$ cat src/rtl/axi_ifetch_buffer.sv
// Instruction-fetch front end: issues AXI INCR read bursts, unpacks each beat into
// 32-bit instructions and queues them for decode, with redirect/flush and burst drain.
module axi_ifetch_buffer #(
    parameter int ADDR_WIDTH = 64,
    parameter int DATA_WIDTH = 64,
    parameter int ID_WIDTH   = 13,
    parameter int BURST_LEN  = 4,
    parameter int DEPTH      = 16
) (
    input  logic                  clk,
    input  logic                  reset,
    input  logic [ADDR_WIDTH-1:0] entry,
    input  logic                  redirect_valid,
    input  logic [ADDR_WIDTH-1:0] redirect_pc,
    output logic [ID_WIDTH-1:0]   m_axi_arid,
    output logic [ADDR_WIDTH-1:0] m_axi_araddr,
    output logic [7:0]            m_axi_arlen,
    output logic [2:0]            m_axi_arsize,
    output logic [1:0]            m_axi_arburst,
    output logic                  m_axi_arvalid,
    input  logic                  m_axi_arready,
    input  logic [DATA_WIDTH-1:0] m_axi_rdata,
    input  logic [1:0]            m_axi_rresp,
    input  logic                  m_axi_rlast,
    input  logic                  m_axi_rvalid,
    output logic                  m_axi_rready,
    output logic                  if_valid,
    input  logic                  if_ready,
    output logic [31:0]           if_instr,
    output logic [ADDR_WIDTH-1:0] if_pc,
    output logic                  if_fault
);
    localparam int IPB        = DATA_WIDTH / 32;
    localparam int BYTES      = DATA_WIDTH / 8;
    localparam int OFFW       = $clog2(BYTES);
    localparam int SKW        = $clog2(IPB);
    localparam int PW         = $clog2(DEPTH);
    localparam int PAGE_BEATS = 4096 / BYTES;

    typedef enum logic [1:0] {S_ADDR, S_DATA, S_DRAIN, S_WAIT} state_t;

    state_t                state_q, state_d;
    logic [ADDR_WIDTH-1:0] fetch_pc_q, fetch_pc_d;
    logic                  arvalid_q, arvalid_d;
    logic [ADDR_WIDTH-1:0] araddr_q, araddr_d;
    logic [7:0]            arlen_q, arlen_d;
    logic                  drain_pend_q, drain_pend_d;
    logic                  first_q, first_d;
    logic [ADDR_WIDTH-1:0] beat_addr_q, beat_addr_d;
    logic [PW-1:0]         wr_ptr_q, wr_ptr_d, rd_ptr_q, rd_ptr_d;
    logic [PW:0]           count_q, count_d;

    logic [31:0]           q_instr [DEPTH];
    logic [ADDR_WIDTH-1:0] q_pc    [DEPTH];
    logic                  q_fault [DEPTH];

    logic [31:0]           word_data [IPB];
    logic [ADDR_WIDTH-1:0] word_pc   [IPB];

    logic                  push_en, pop_en, load_req, room;
    logic [SKW-1:0]        skip;
    logic [PW:0]           push_n;
    logic [ADDR_WIDTH-1:0] tgt_pc, burst_end;
    logic [31:0]           page_beats, beats, need, free_cnt;

    genvar gi;
    generate
        for (gi = 0; gi < IPB; gi++) begin : g_word
            assign word_data[gi] = m_axi_rdata[gi*32 +: 32];
            assign word_pc[gi]   = beat_addr_q + ADDR_WIDTH'(gi * 4);
        end
    endgenerate

    // Only the first beat of a burst can start below fetch_pc; skipped words are a prefix.
    assign skip     = first_q ? fetch_pc_q[OFFW-1:2] : '0;
    assign push_en  = (state_q == S_DATA) && m_axi_rvalid && !redirect_valid;
    assign push_n   = push_en ? ((PW+1)'(IPB) - (PW+1)'(skip)) : '0;
    assign pop_en   = (count_q != '0) && if_ready && !redirect_valid;
    assign count_d  = redirect_valid ? '0 : (count_q + push_n - (PW+1)'(pop_en));
    assign wr_ptr_d = redirect_valid ? '0 : (wr_ptr_q + push_n[PW-1:0]);
    assign rd_ptr_d = redirect_valid ? '0 : (rd_ptr_q + PW'(pop_en));
    assign burst_end = araddr_q + ADDR_WIDTH'((32'(arlen_q) + 32'd1) * 32'(BYTES));

    always_ff @(posedge clk) begin
        if (reset) begin
            state_q      <= S_ADDR;
            fetch_pc_q   <= entry;
            arvalid_q    <= 1'b0;
            araddr_q     <= '0;
            arlen_q      <= '0;
            drain_pend_q <= 1'b0;
            first_q      <= 1'b0;
            beat_addr_q  <= '0;
            wr_ptr_q     <= '0;
            rd_ptr_q     <= '0;
            count_q      <= '0;
        end else begin
            state_q      <= state_d;
            fetch_pc_q   <= fetch_pc_d;
            arvalid_q    <= arvalid_d;
            araddr_q     <= araddr_d;
            arlen_q      <= arlen_d;
            drain_pend_q <= drain_pend_d;
            first_q      <= first_d;
            beat_addr_q  <= beat_addr_d;
            wr_ptr_q     <= wr_ptr_d;
            rd_ptr_q     <= rd_ptr_d;
            count_q      <= count_d;
        end
    end

    always_ff @(posedge clk) begin
        for (int k = 0; k < IPB; k++) begin
            if (push_en && (k >= int'(skip))) begin
                q_instr[wr_ptr_q + PW'(k - int'(skip))] <= word_data[k];
                q_pc[wr_ptr_q + PW'(k - int'(skip))]    <= word_pc[k];
                q_fault[wr_ptr_q + PW'(k - int'(skip))] <= (m_axi_rresp != 2'b00);
            end
        end
    end

    always_comb begin
        state_d      = state_q;
        fetch_pc_d   = redirect_valid ? redirect_pc : fetch_pc_q;
        arvalid_d    = arvalid_q;
        araddr_d     = araddr_q;
        arlen_d      = arlen_q;
        drain_pend_d = drain_pend_q;
        first_d      = first_q;
        beat_addr_d  = beat_addr_q;
        load_req     = 1'b0;
        tgt_pc       = redirect_valid ? redirect_pc : fetch_pc_q;
        case (state_q)
            S_ADDR: begin
                if (!arvalid_q) begin
                    load_req = 1'b1;
                end else begin
                    if (redirect_valid) drain_pend_d = 1'b1;
                    // A redirect cannot retract an AR already offered; its data is drained.
                    if (m_axi_arready) begin
                        arvalid_d    = 1'b0;
                        beat_addr_d  = araddr_q;
                        first_d      = 1'b1;
                        drain_pend_d = 1'b0;
                        state_d      = (redirect_valid || drain_pend_q) ? S_DRAIN : S_DATA;
                    end
                end
            end
            S_DATA: begin
                if (m_axi_rvalid) begin
                    beat_addr_d = beat_addr_q + ADDR_WIDTH'(BYTES);
                    first_d     = 1'b0;
                    if (m_axi_rlast) begin
                        load_req = 1'b1;
                        if (!redirect_valid) tgt_pc = burst_end;
                    end else if (redirect_valid) begin
                        state_d = S_DRAIN;
                    end
                end else if (redirect_valid) begin
                    state_d = S_DRAIN;
                end
            end
            S_DRAIN: begin
                if (m_axi_rvalid && m_axi_rlast) load_req = 1'b1;
            end
            default: begin
                load_req = 1'b1;
            end
        endcase

        page_beats = 32'(PAGE_BEATS) - 32'(tgt_pc[11:OFFW]);
        beats      = (page_beats < 32'(BURST_LEN)) ? page_beats : 32'(BURST_LEN);
        need       = beats * 32'(IPB);
        free_cnt   = 32'(DEPTH) - 32'(count_d);
        room       = (need <= free_cnt);
        if (load_req) begin
            fetch_pc_d = tgt_pc;
            if (room) begin
                state_d   = S_ADDR;
                arvalid_d = 1'b1;
                araddr_d  = {tgt_pc[ADDR_WIDTH-1:OFFW], OFFW'(0)};
                arlen_d   = 8'(beats - 32'd1);
            end else begin
                state_d = S_WAIT;
            end
        end
    end

    always_comb begin
        m_axi_rready = (state_q == S_DATA) || (state_q == S_DRAIN);
    end

    assign m_axi_arid    = '0;
    assign m_axi_araddr  = araddr_q;
    assign m_axi_arlen   = arlen_q;
    assign m_axi_arsize  = 3'(OFFW);
    assign m_axi_arburst = 2'b01;
    assign m_axi_arvalid = arvalid_q;
    assign if_valid      = (count_q != '0);
    assign if_instr      = q_instr[rd_ptr_q];
    assign if_pc         = q_pc[rd_ptr_q];
    assign if_fault      = q_fault[rd_ptr_q];
endmodule

$ cat config.mk
export PLATFORM = sky130hd
export DESIGN_NAME = axi_ifetch_buffer
export DESIGN_NICKNAME = d
export VERILOG_FILES = /design/src/rtl/axi_ifetch_buffer.sv
export SDC_FILE = /design/constraint.sdc
export NUM_CORES = 2
export LEC_CHECK = 0
export CORE_AREA = 3 3 447 338
export DETAILED_ROUTE_END_ITERATION = 16
export DIE_AREA = 0 0 450 341
export PLACE_DENSITY = 0.76
export SETUP_SLACK_MARGIN = 0.5
export SLEW_MARGIN = 0
export SYNTH_ARGS = -nofsm -noshare
export SYNTH_HDL_FRONTEND = slang
export SYNTH_SLANG_ARGS = --single-unit
$ cat constraint.sdc
create_clock -name clk -period 12.65 [get_ports clk]
set_input_delay 3.795 -clock clk [delete_from_list [all_inputs] [get_ports clk]]
set_output_delay 3.795 -clock clk [all_outputs]
set_load 0.1 [all_outputs]
==> impl_metrics.ini <==
[clock_network]
clock_latency_ns = 0.80
cts.reportedPaths.clkPinSlew_ns = 0.07
cts_root_buf = clkbuf_16
postCtsHoldBufs = 0
cts_max_level = 4
cts_buffers = 164
clock_sinks = 1730
cts_resized = 0
post_cts_buffers = 0
cts_buffer_depth = 3
cts_tree = built

[floorplanning]
die_w_um = 450
start_util_pct = 54.8
rows = 122
io_pins = 391
core_area_sq_um = 147000
die_area_sq_um = 153000
die_y_um = 341

[synthesis]
synth_seq_area_share_pct = 61.8
muxShareOfSynthArea_pct = 18.4
syn_area_per_cell_sq_um = 13.4
synth_top_family_by_area = multiplexers
synth_edf_count = 1520
synthArstFlopShare_pct = 0
yosys.area_share.simple_pct = 7.16
ys_types = 85
synthAdderAreaFrac_pct = 0.751
synth-compound-area-share_pct = 3.92
yosysWarningCount = 0
synth_seq_cells = 1730
ys.flop_type = edfxtp_1
synth_xor_area_share_pct = 0.804
netlist_instances = 6017
synth_area_sq_um = 80600

[timing]
fin_worst_skew_ns = 0.0328
grt_setup_unrepaired = false
min_period_ns = 9.22
setup_violations = 0
fmax_mhz = 108
slew-limit-headroom_pct = 9.45
fin_crit_sh_pct = 72.9
drv_slew = 0
hold_violations = 0
finalSetupTns_ns = 0
worst_pin_slew_ns = 1.35

[routing]
wl_per_cell_um = 28.9
ant_nets = 0
vias_per_cell = 6.39
dr.pass1.iters = 6
drt_iter0_markers = 6300
vias = 47100
finalWirelength_um = 213000
drc = 0

[cells_and_area]
post-route-util_pct = 59.8
final_cell_mix = edfxtp_1, nand2_1, mux4_2
area_growth_pct = 9.15
fillCellCount = 10700
final_common_cell = edfxtp_1
final_nets = 5496
drive_gt1_share_pct = 23.0

[setup_path]
cp.required_ns = 13.37
reg2regPathDepth = 21
worstPathMaxFanout = 43
worst_setup_path_end_kind = register
cp.arrival_ns = 9.94
crit_path_start_kind = primary input
critPathKind = primary input to register

[place]
portBuffers = 363
dp_hpwl_um = 118000
gp_congestion = 0.898

[global_routing]
track_usage_pct = 27.5
gr-total-overflow = 0
antenna_found_initial = 11
grt_first_pass_wirelength_um = 312000
grt_max_degree = 164
grt_pass1_vias = 46500

[pwr]
cellPowerDensity_nw_per_um2 = 174
power_leakage_nw = 28.8
peakVddDrop_mv = 0.241

[run]
maxCapViolations = 0

[worst_hold_path]
hp-class = register to register
holdPathStages = 2

[outcome]
outcome = finished, final reports clean
final timing paths:
kind / startpoint / endpoint / slack, ns
setup / recovery: m_axi_rvalid / m_axi_araddr[54]$_SDFFE_PP0P_ / 3.43
hold / removal: first_q$_SDFFE_PP0P_ / first_q$_SDFFE_PP0P_ / 0.53
setup reg to reg: m_axi_araddr[3]$_SDFFE_PP0P_ / m_axi_araddr[54]$_SDFFE_PP0P_ / 6.21
hold reg to reg: first_q$_SDFFE_PP0P_ / first_q$_SDFFE_PP0P_ / 0.53
cell usage after synthesis (17+ instances only):
master / n / area [sq um]
xnor2_1: 49 / 429
edfxtp_1: 1520 / 45600
and3_1: 25 / 156
a21oi_1: 123 / 616
buf_4: 24 / 180
nor4_1: 22 / 138
nand3_1: 54 / 270
dfxtp_1: 210 / 4200
o211ai_1: 47 / 353
mux4_2: 475 / 10700
o22ai_1: 21 / 131
buf_1: 57 / 214
o21ai_0: 103 / 515
clkbuf_1: 1324 / 4970
nor2b_1: 27 / 169
nand2_1: 906 / 3400
mux2_2: 332 / 3740
nand4_1: 24 / 150
mux2i_1: 31 / 310
inv_1: 70 / 263
xor2_1: 25 / 219
ha_1: 42 / 526
nor2_1: 157 / 589
nor3_1: 49 / 245
buf_2: 22 / 110
a211oi_1: 17 / 128
o211a_1: 18 / 180
routing by layer:
metal / vias up / GRT usage, % / wire length, um
li1: 19700 / - / -
met1: 24000 / 39.3 / 81700
met2: 2938 / 42.6 / 101000
met3: 444 / 4.77 / 22500
met4: 0 / 10.5 / 7530
met5: - / 0 / 0
logic make-up after synthesis:
| group | count (synthesis) |
|---|---|
| fa+ha+maj | 46 |
| simple gates | 1350 |
| buf+inv | 1501 |
| other cells | 2 |
| flops | 1730 |
| compound gates | 470 |
| xor+xnor | 74 |
| mux | 844 |
final cells by class:
| type | instances | area, sq um | area share (%) |
|---|---|---|---|
| inverter | 71 | 269 | 0.306 |
| sequential | 1730 | 49900 | 56.7 |
| timing repair buffer | 469 | 4460 | 5.07 |
| clock buffer | 213 | 4400 | 5.00 |
| tap | 1984 | 2480 | 2.82 |
| clock inverter | 87 | 1070 | 1.22 |
| multi-input combinational | 2813 | 25400 | 28.9 |
| antenna | 8 | 20.0 | 0.0227 |
flip-flops by register name (all words and copies together), names as in the netlist, 2 cells and up:
name and flops:
fetch_pc_q 62, wr_ptr_q 4, count_q 5, m_axi_araddr 61, m_axi_arlen 8, q_fault 16
beat_addr_q 61, q_pc 992, state_q 2, rd_ptr_q 4, q_instr 512
stage by stage:
step	instances	hold slack [ns]	total power, mW	instance area [sq um]	setup WS, ns
after floorplan	6044	0.457	9.72	80700	0.440
after global placement	7067	0.478	10.2	82500	2.88
after detailed placement	7067	0.517	10.3	82500	2.78
after global routing	7373	0.584	15.8	88000	3.14
final	7375	0.531	15.3	88000	3.43
after CTS	7367	0.529	15.3	88000	3.59
report_power, final:
part | internal [mW] | leakage (nW) | total, mW | switching (mW)
clock network | 2.92 | 2.67 | 5.09 | 2.17
registers | 6.60 | 15.6 | 7.04 | 0.443
logic | 0.994 | 10.5 | 3.15 | 2.16
total | 10.5 | 28.8 | 15.3 | 4.78
worst max-delay path, stage by stage:
cell and delay [ns]:
clkdlybuf4s50_1 0.62, nand3_2 0.10, buf_4 0.31, nor2_1 0.17, nor2_1 0.06, o21a_1 0.21, inv_1 0.18, ha_1 0.21
o21a_1 0.14, a31oi_1 0.07, nand3b_1 0.16, a211o_1 0.37, nor3_1 0.48, and2_1 0.25, ha_1 0.19, o2111ai_1 0.19
nor4_4 0.23, o21bai_2 0.35, o21ai_4 0.86, buf_4 0.61, o221a_1 0.29
(Power assumes the default switching activity.)
